===== config.mk =====
export PLATFORM = sky130hd
export DESIGN_NAME = pipeline_hazard_ctrl
export DESIGN_NICKNAME = d
export VERILOG_FILES = /design/src/rtl/pipeline_hazard_ctrl.sv
export SDC_FILE = /design/constraint.sdc
export NUM_CORES = 1
export LEC_CHECK = 0
export BUFFER_PORTS_ARGS = -buffer_cell sky130_fd_sc_hd__buf_2
export CORE_ASPECT_RATIO = 0.75
export CORE_MARGIN = 10
export CORE_UTILIZATION = 54
export CTS_BUF_LIST = sky130_fd_sc_hd__clkbuf_4 sky130_fd_sc_hd__clkbuf_8 sky130_fd_sc_hd__clkbuf_16
export CTS_CLUSTER_SIZE = 10
export DETAILED_ROUTE_END_ITERATION = 6
export PLACE_DENSITY = 0.8
export SETUP_SLACK_MARGIN = 0.3
export SLEW_MARGIN = 10
export SYNTH_ARGS = -nofsm -noshare
export SYNTH_HDL_FRONTEND = slang
export SYNTH_SLANG_ARGS = --single-unit

===== constraint.sdc =====
create_clock -name clk -period 2.92 [get_ports clk]
set_input_delay 0.438 -clock clk [delete_from_list [all_inputs] [get_ports clk]]
set_output_delay 0.438 -clock clk [all_outputs]
set_load 0.005 [all_outputs]

===== src/rtl/pipeline_hazard_ctrl.sv =====
// rtl/pipeline_hazard_ctrl.sv - stall/flush sequencer for a 5-stage RISC-V pipeline
module pipeline_hazard_ctrl #(
  parameter int CNT_W       = 16,
  parameter int MEM_TIMEOUT = 64
) (
  input  logic             clk,
  input  logic             res,
  input  logic [4:0]       IF_ID_rs1,
  input  logic [4:0]       IF_ID_rs2,
  input  logic [4:0]       ID_EX_rd,
  input  logic             ID_EX_MemRead,
  input  logic             Branch_MEM,
  input  logic             zero_MEM,
  input  logic             MemRead_MEM,
  input  logic             MemWrite_MEM,
  input  logic             mem_ready,
  output logic             mem_req,
  output logic             PC_write,
  output logic             PC_src,
  output logic             IF_ID_write,
  output logic             ID_EX_write,
  output logic             EX_MEM_write,
  output logic             MEM_WB_write,
  output logic             IF_ID_flush,
  output logic             ID_EX_flush,
  output logic             EX_MEM_flush,
  output logic             MEM_WB_flush,
  output logic             mem_err,
  output logic [CNT_W-1:0] stall_cnt,
  output logic [CNT_W-1:0] flush_cnt
);

  typedef enum logic [1:0] {RUN, MEM_WAIT, ERR} state_t;

  state_t           state, state_nxt;
  logic [CNT_W-1:0] wait_cnt, wait_nxt;
  logic             mem_stall, br_take, load_use, hazard, err_set;

  always_ff @(posedge clk) begin
    if (res) begin
      state    <= RUN;
      wait_cnt <= '0;
    end else begin
      state    <= state_nxt;
      wait_cnt <= wait_nxt;
    end
  end

  always_comb begin
    state_nxt    = state;
    wait_nxt     = wait_cnt;
    err_set      = 1'b0;
    mem_req      = 1'b0;
    PC_write     = 1'b1;
    PC_src       = 1'b0;
    IF_ID_write  = 1'b1;
    ID_EX_write  = 1'b1;
    EX_MEM_write = 1'b1;
    MEM_WB_write = 1'b1;
    IF_ID_flush  = 1'b0;
    ID_EX_flush  = 1'b0;
    EX_MEM_flush = 1'b0;
    MEM_WB_flush = 1'b0;
    mem_stall    = 1'b0;
    br_take      = 1'b0;
    load_use     = 1'b0;
    hazard       = ID_EX_MemRead && (ID_EX_rd != 5'd0) &&
                   ((ID_EX_rd == IF_ID_rs1) || (ID_EX_rd == IF_ID_rs2));

    if (res) begin
      PC_write     = 1'b0;
      IF_ID_write  = 1'b0;
      ID_EX_write  = 1'b0;
      EX_MEM_write = 1'b0;
      MEM_WB_write = 1'b0;
      IF_ID_flush  = 1'b1;
      ID_EX_flush  = 1'b1;
      EX_MEM_flush = 1'b1;
      MEM_WB_flush = 1'b1;
    end else if (state == ERR) begin
      PC_write     = 1'b0;
      IF_ID_write  = 1'b0;
      ID_EX_write  = 1'b0;
      EX_MEM_write = 1'b0;
      MEM_WB_write = 1'b0;
      MEM_WB_flush = 1'b1;
    end else begin
      mem_req   = MemRead_MEM | MemWrite_MEM;
      mem_stall = !mem_ready && ((state == MEM_WAIT) || mem_req);
      br_take   = !mem_stall && (state == RUN) && Branch_MEM && zero_MEM;
      load_use  = !mem_stall && !br_take && hazard;

      if (mem_stall) begin
        // Hold everything up to EX/MEM; WB receives a bubble each waiting cycle.
        PC_write     = 1'b0;
        IF_ID_write  = 1'b0;
        ID_EX_write  = 1'b0;
        EX_MEM_write = 1'b0;
        MEM_WB_flush = 1'b1;
        if (state == RUN) begin
          state_nxt = MEM_WAIT;
          wait_nxt  = CNT_W'(1);
        end else if (wait_cnt == CNT_W'(MEM_TIMEOUT)) begin
          state_nxt = ERR;
          err_set   = 1'b1;
        end else begin
          wait_nxt = wait_cnt + 1'b1;
        end
      end else begin
        state_nxt = RUN;
        wait_nxt  = '0;
        if (br_take) begin
          PC_src       = 1'b1;
          IF_ID_flush  = 1'b1;
          ID_EX_flush  = 1'b1;
          EX_MEM_flush = 1'b1;
        end else if (load_use) begin
          PC_write    = 1'b0;
          IF_ID_write = 1'b0;
          ID_EX_flush = 1'b1;
        end
      end
    end
  end

  always_ff @(posedge clk) begin
    if (res) begin
      stall_cnt <= '0;
      flush_cnt <= '0;
      mem_err   <= 1'b0;
    end else begin
      if ((mem_stall || load_use) && (stall_cnt != '1))
        stall_cnt <= stall_cnt + 1'b1;
      if (br_take && (flush_cnt != '1))
        flush_cnt <= flush_cnt + 1'b1;
      if (err_set)
        mem_err <= 1'b1;
    end
  end

endmodule


=== Word-level counts from Yosys, hierarchy flattened ===
Index checks and enable logic that the tools add are counted.

* Register bits after elaboration: 51
* Bits in latches: 0
* Memory bits (writable): 0
* Memory bits (read-only): 0
* Word-level logic and storage cells: 81
* Memories kept: 0

* $add $sub $neg: 3
* $mul: 0
* Div/mod/pow operators: 0
* Magnitude comparators: 0
* Equality and inequality tests: 9
* Shifts and indexed selects: 0
* Multiplexer cells: 42
* Bitwise gates (word level): 2
* Reduce and logical (&&, ||, !) cells: 20

{| class="wikitable"
|+ Operators with widths
! kind !! number
|-
| $add A16 B1 Y16 const B || 3
|-
| $mux W16 || 3
|-
| $mux W1 || 36
|-
| $ne A16 B16 Y1 const B || 2
|-
| $eq A16 B7 Y1 const B || 1
|-
| $eq A5 B5 Y1 || 2
|-
| $logic_and A1 B1 Y1 || 10
|-
| $mux W2 || 3
|-
| $reduce_bool A5 Y1 || 1
|-
| $reduce_and A2 Y1 || 2
|-
| $logic_not A1 Y1 || 3
|-
| $logic_or A1 B1 Y1 || 3
|-
| $ne A3 B1 Y1 const B || 1
|-
| $ne A3 B3 Y1 const B || 1
|-
| $eq A2 B1 Y1 const B || 1
|-
| $eq A2 B2 Y1 const B || 1
|-
| $logic_not A2 Y1 || 1
|-
| $not A1 Y1 || 1
|-
| $or A1 B1 Y1 || 1
|}

=== Logic depth before layout (Yosys ltp) ===
* Word-level depth: 15
* Gate-level depth with buffers: 7
* Gate-level depth less buffers: 7

=== Least setup slack after synthesis ===
No wires, ideal clock.

* Kind: input to register
* Start: input MemWrite_MEM
* End: register flush_cnt[13]
* Arrival time: 2172 ps
* Setup slack: 678 ps
* Cell stages on the path: 6
* Buffers on the path: 1
* Cells stage by stage: or2_4 > a2111oi_4 > or4b_1 > clkbuf_1 > or4_1 > a21oi_1

* Cells in the longest elaborated chain, start to end: 10

{| class="wikitable"
|+ RTL lines
! what !! line !! source
|-
| start, declared || 15 || <nowiki>input logic MemWrite_MEM,</nowiki>
|-
| $or A1 B1 Y1 || 88 || <nowiki>mem_req = MemRead_MEM | MemWrite_MEM;</nowiki>
|-
| $logic_or A1 B1 Y1 || 89 || <nowiki>mem_stall = !mem_ready && ((state == MEM_WAIT) || mem_req);</nowiki>
|-
| $logic_and A1 B1 Y1 || 89 ||
|-
| $logic_not A1 Y1 || 90 || <nowiki>br_take = !mem_stall && (state == RUN) && Branch_MEM && zero_MEM;</nowiki>
|-
| $logic_and A1 B1 Y1 (3 in series) || 90 ||
|-
| $mux W1 || 80 || <nowiki>end else if (state == ERR) begin</nowiki>
|-
| $mux W1 || 70 || <nowiki>if (res) begin</nowiki>
|-
| $logic_and A1 B1 Y1 || 134 || <nowiki>if (br_take && (flush_cnt != '1))</nowiki>
|-
| end signal, assigned || 135 || <nowiki>flush_cnt <= flush_cnt + 1'b1;</nowiki>
|-
| end, declared || 30 || <nowiki>output logic [CNT_W-1:0] flush_cnt</nowiki>
|}

No other way between the ends.
A chain may end at the register's enable or synchronous reset.

=== Worst setup path in the final report ===
* Start: register state[0]
* End: output ID_EX_flush

* Cells in the longest elaborated chain, start to end: 15
* Elaborated cells on any way between the ends: 17
* Those cells by class: 2 x eq/ne; 5 x mux; 10 x reduce/logical

{| class="wikitable"
|+ RTL lines
! what !! line !! source
|-
| start, declared || 35 || <nowiki>state_t state, state_nxt;</nowiki>
|-
| start signal, assigned || 44 || <nowiki>state <= state_nxt;</nowiki>
|-
| $eq A2 B1 Y1 || 89 ||
|-
| $logic_or A1 B1 Y1 || 89 ||
|-
| $logic_and A1 B1 Y1 || 89 ||
|-
| $logic_not A1 Y1 || 90, 91 ||
|-
| $logic_and A1 B1 Y1 (3 in series) || 90 ||
|-
| $logic_not A1 Y1 || 91 || <nowiki>load_use = !mem_stall && !br_take && hazard;</nowiki>
|-
| $logic_and A1 B1 Y1 (2 in series) || 91 ||
|-
| $mux W1 || 117 || <nowiki>end else if (load_use) begin</nowiki>
|-
| $mux W1 || 112 || <nowiki>if (br_take) begin</nowiki>
|-
| $mux W1 || 93 || <nowiki>if (mem_stall) begin</nowiki>
|-
| $mux W1 (*) || 80 ||
|-
| $mux W1 (*) || 70 ||
|-
| end, declared || 25 || <nowiki>output logic ID_EX_flush,</nowiki>
|}

Every way passes the cells marked *; elsewhere a longest branch is shown, timed or not.

==> results.py <==
metrics = {
    "clock_network": {
        "clock_latency_ns": 0.32,
        "clk_pin_slew_worst_paths_ns": 0.09,
        "cts_tree": "done",
        "post-cts-setup-buffers": 0,
        "cts_buffer_depth": 2,
        "cts.sinks": 51,
        "numCtsBuffers": 5,
        "cts.repair.resized": 0,
        "cts-root-buf": "clkbuf_8",
        "htree_levels": 2,
        "cts_hold_buf": 0,
    },
    "placed_design": {
        "gp_congestion": 0.890,
        "post-place-ws_ns": 0.406,
        "io_buffers": 66,
        "hpwlAfterDp_um": 5760,
    },
    "floorplan": {
        "dieArea_mm2": 0.00861,
        "start_util_pct": 56.8,
        "rows": 22,
        "io_pins": 67,
        "die_y_um": 82.9,
        "coreArea_mm2": 0.00501,
        "die_x_um": 104,
    },
    "outcome": {
        "status": "complete, no violations",
    },
    "detailed_routing": {
        "route.detailed.drc": 0,
        "via_per_inst": 6.04,
        "final_antenna_net_count": 0,
        "dr.first_iter.drc_count": 259,
        "routed_wl_um": 7740,
        "vias": 2923,
        "dr.pass1.iters": 7,
        "routedWlPerCell_um": 16.0,
    },
    "layout": {
        "area_growth_syn_to_layout_pct": 18.0,
        "antenna_cells": 0,
        "post_route_cells_drive_above_1_share_pct": 20.9,
        "final_core_util_pct": 67.1,
        "final_nets": 438,
        "n_fill_cell": 444,
    },
    "global_route": {
        "antenna_found_initial": 0,
        "overflow": 0,
        "grt_pass1_vias": 2626,
        "grt_pass1_wl_um": 13100,
        "grt_max_degree": 35,
        "grt.total_usage_pct": 17.5,
    },
    "timing": {
        "fin_skew_ns": 0.00972,
        "worst_slew_pin_slew_ns": 0.730,
        "drv_slew": 0,
        "hold_viol_final": 0,
        "fin_crit_ns": 2.41,
        "rsz0062_at_grt": "false",
        "setup_viol": 0,
        "layout_setup_ws_ns": 0.513,
        "finalSetupTns_ns": 0,
        "whs_ns": 0.496,
        "max_freq_mhz": 415,
        "fin_crit_sh_pct": 82.4,
        "slew_headroom_pct": 51.1,
    },
    "logic_synthesis": {
        "synth_top_area_share_pct": 35.9,
        "synth.most_common_cell": "dfxtp_1",
        "synth_fp_nets": 376,
        "synthFlopType": "dfxtp_1",
        "netlist_top_cells_area": "dfxtp_1 (36%), a21oi_1 (5.3%), xor2_1 (4.9%)",
        "synthTopCellsByCount": "dfxtp_1 (51), a21oi_1 (30), nand2_1 (25)",
        "synth_edf_count": 0,
        "yosysSeqAreaShare_pct": 35.9,
        "synth_cell_types": 54,
        "synth-seq-cells": 51,
        "synth_area_mm2": 0.00285,
        "syn_avg_cell_area_um2": 8.16,
        "yosysWarnings": 0,
        "async_flop_share_pct": 0,
        "synth_top_area_cell": "dfxtp_1",
        "postSynthCellCount": 349,
    },
    "critical_path": {
        "crit_buf_inv": 1,
        "cp_data_required_time_ns": 2.48,
        "path_cells": "nand2b_1 > a21oi_1 > o21ai_0 > a31o_2 > buf_2",
        "cp_max_fo": 8,
        "arrival_ns": 1.97,
        "slowest_stage": "dfxtp_1",
        "endpoint_kind": "output pin",
        "cpLargestDelayFamily": "compound AO/OA/AOI/OAI gates",
        "path_class": "reg2out",
        "cp-start-kind": "flip-flop",
        "slowest_delay_ns": 0.51,
    },
    "power": {
        "cellPowerDensity_mw_per_mm2": 398,
        "ir_worst_vdd_v": 0.000241,
        "leakage_nw": 1.27,
    },
    "worst_hold_path": {
        "hold_path_class": "reg2reg",
    },
    "flow_run": {
        "drv_cap": 0,
    },
}
==> worst min-delay path, cell delays in order (launching register included) <==
cell	delay, ns
dfxtp_1	0.34
o31ai_1	0.07
a21oi_1	0.05
==> sequential cells by signal, indices dropped and copies added, names as in the netlist <==
| name | count |
|---|---|
| stall_cnt | 16 |
| mem_err | 1 |
| wait_cnt | 16 |
| flush_cnt | 16 |
| state | 2 |
==> metrics by stage <==
step | power, mW | std cells | cell area (um^2)
detailed placement | 0.847 | 476 | 3240
finish | 1.34 | 484 | 3360
CTS | 1.34 | 484 | 3350
global placement | 0.843 | 476 | 3240
global route | 1.38 | 484 | 3360
floorplan | 0.795 | 349 | 2850
==> per-layer routing <==
layer / GRT usage (%) / wire length [um]
met1: 22.9 / 3430
met2: 27.8 / 3640
met5: 0 / 0
met4: 4.51 / 80
met3: 4.71 / 578
==> cell type report <==
type	count	area, um^2	share of cell area, %
Multi-Input combinational cell	267	1710	50.9
Sequential cell	51	1020	30.4
Timing Repair Buffer	71	368	10.9
Tap cell	72	90.1	2.68
Clock buffer	5	68.8	2.05
Inverter	15	56.3	1.68
Clock inverter	3	43.8	1.30
==> cell families (layout without fill, tap and decap cells) <==
| group | after synthesis | after routing | synth area share [%] |
|---|---|---|---|
| AND/OR/NAND/NOR | 146 | 146 | 28.6 |
| AO/OA/AOI/OAI | 93 | 93 | 21.5 |
| flip-flops | 51 | 51 | 35.9 |
| buffers and inverters | 31 | 94 | 4.48 |
| XOR/XNOR | 17 | 17 | 5.23 |
| multiplexers | 7 | 7 | 2.55 |
| adder cells (fa/ha/maj) | 4 | 4 | 1.76 |
==> power by group <==
part           internal (mW)  leakage, nW  switching (mW)  total [mW]
sequential             0.699        0.411         0.00609       0.705
clock                  0.255       0.0581           0.249       0.505
combinational         0.0483        0.798          0.0794       0.128
==> final timing paths <==
check	startpoint	cells past startpoint	slack, ns	endpoint
setup / recovery	state[0]	5	0.51	ID_EX_flush
hold / removal	stall_cnt[10]	2	0.50	stall_cnt[10]
setup reg to reg	wait_cnt[0]	7	0.55	wait_cnt[10]
hold reg to reg	stall_cnt[10]	2	0.50	stall_cnt[10]
==> cell usage in the layout, fill, tap and decap left out, types with 2 or more instances in the layout <==
| cell type | instances |
|---|---|
| a211oi_1 | 3 |
| a21oi_1 | 30 |
| a22oi_1 | 2 |
| and2_1 | 5 |
| and3_1 | 11 |
| and4_1 | 5 |
| buf_2 | 66 |
| buf_4 | 5 |
| clkbuf_8 | 5 |
| dfxtp_1 | 51 |
| ha_1 | 4 |
| inv_1 | 15 |
| mux2i_1 | 5 |
| nand2_1 | 25 |
| nand2b_1 | 4 |
| nand3_1 | 17 |
| nand4_1 | 7 |
| nor2_1 | 24 |
| nor3_1 | 6 |
| nor4_1 | 4 |
| nor4b_1 | 2 |
| o2111ai_1 | 4 |
| o211ai_1 | 4 |
| o21ai_0 | 21 |
| o311ai_0 | 4 |
| o31ai_1 | 7 |
| o41ai_1 | 4 |
| or3_1 | 18 |
| or4_1 | 9 |
| or4b_1 | 2 |
| xor2_1 | 16 |
No activity file was read; power rests on OpenSTA's default activity.
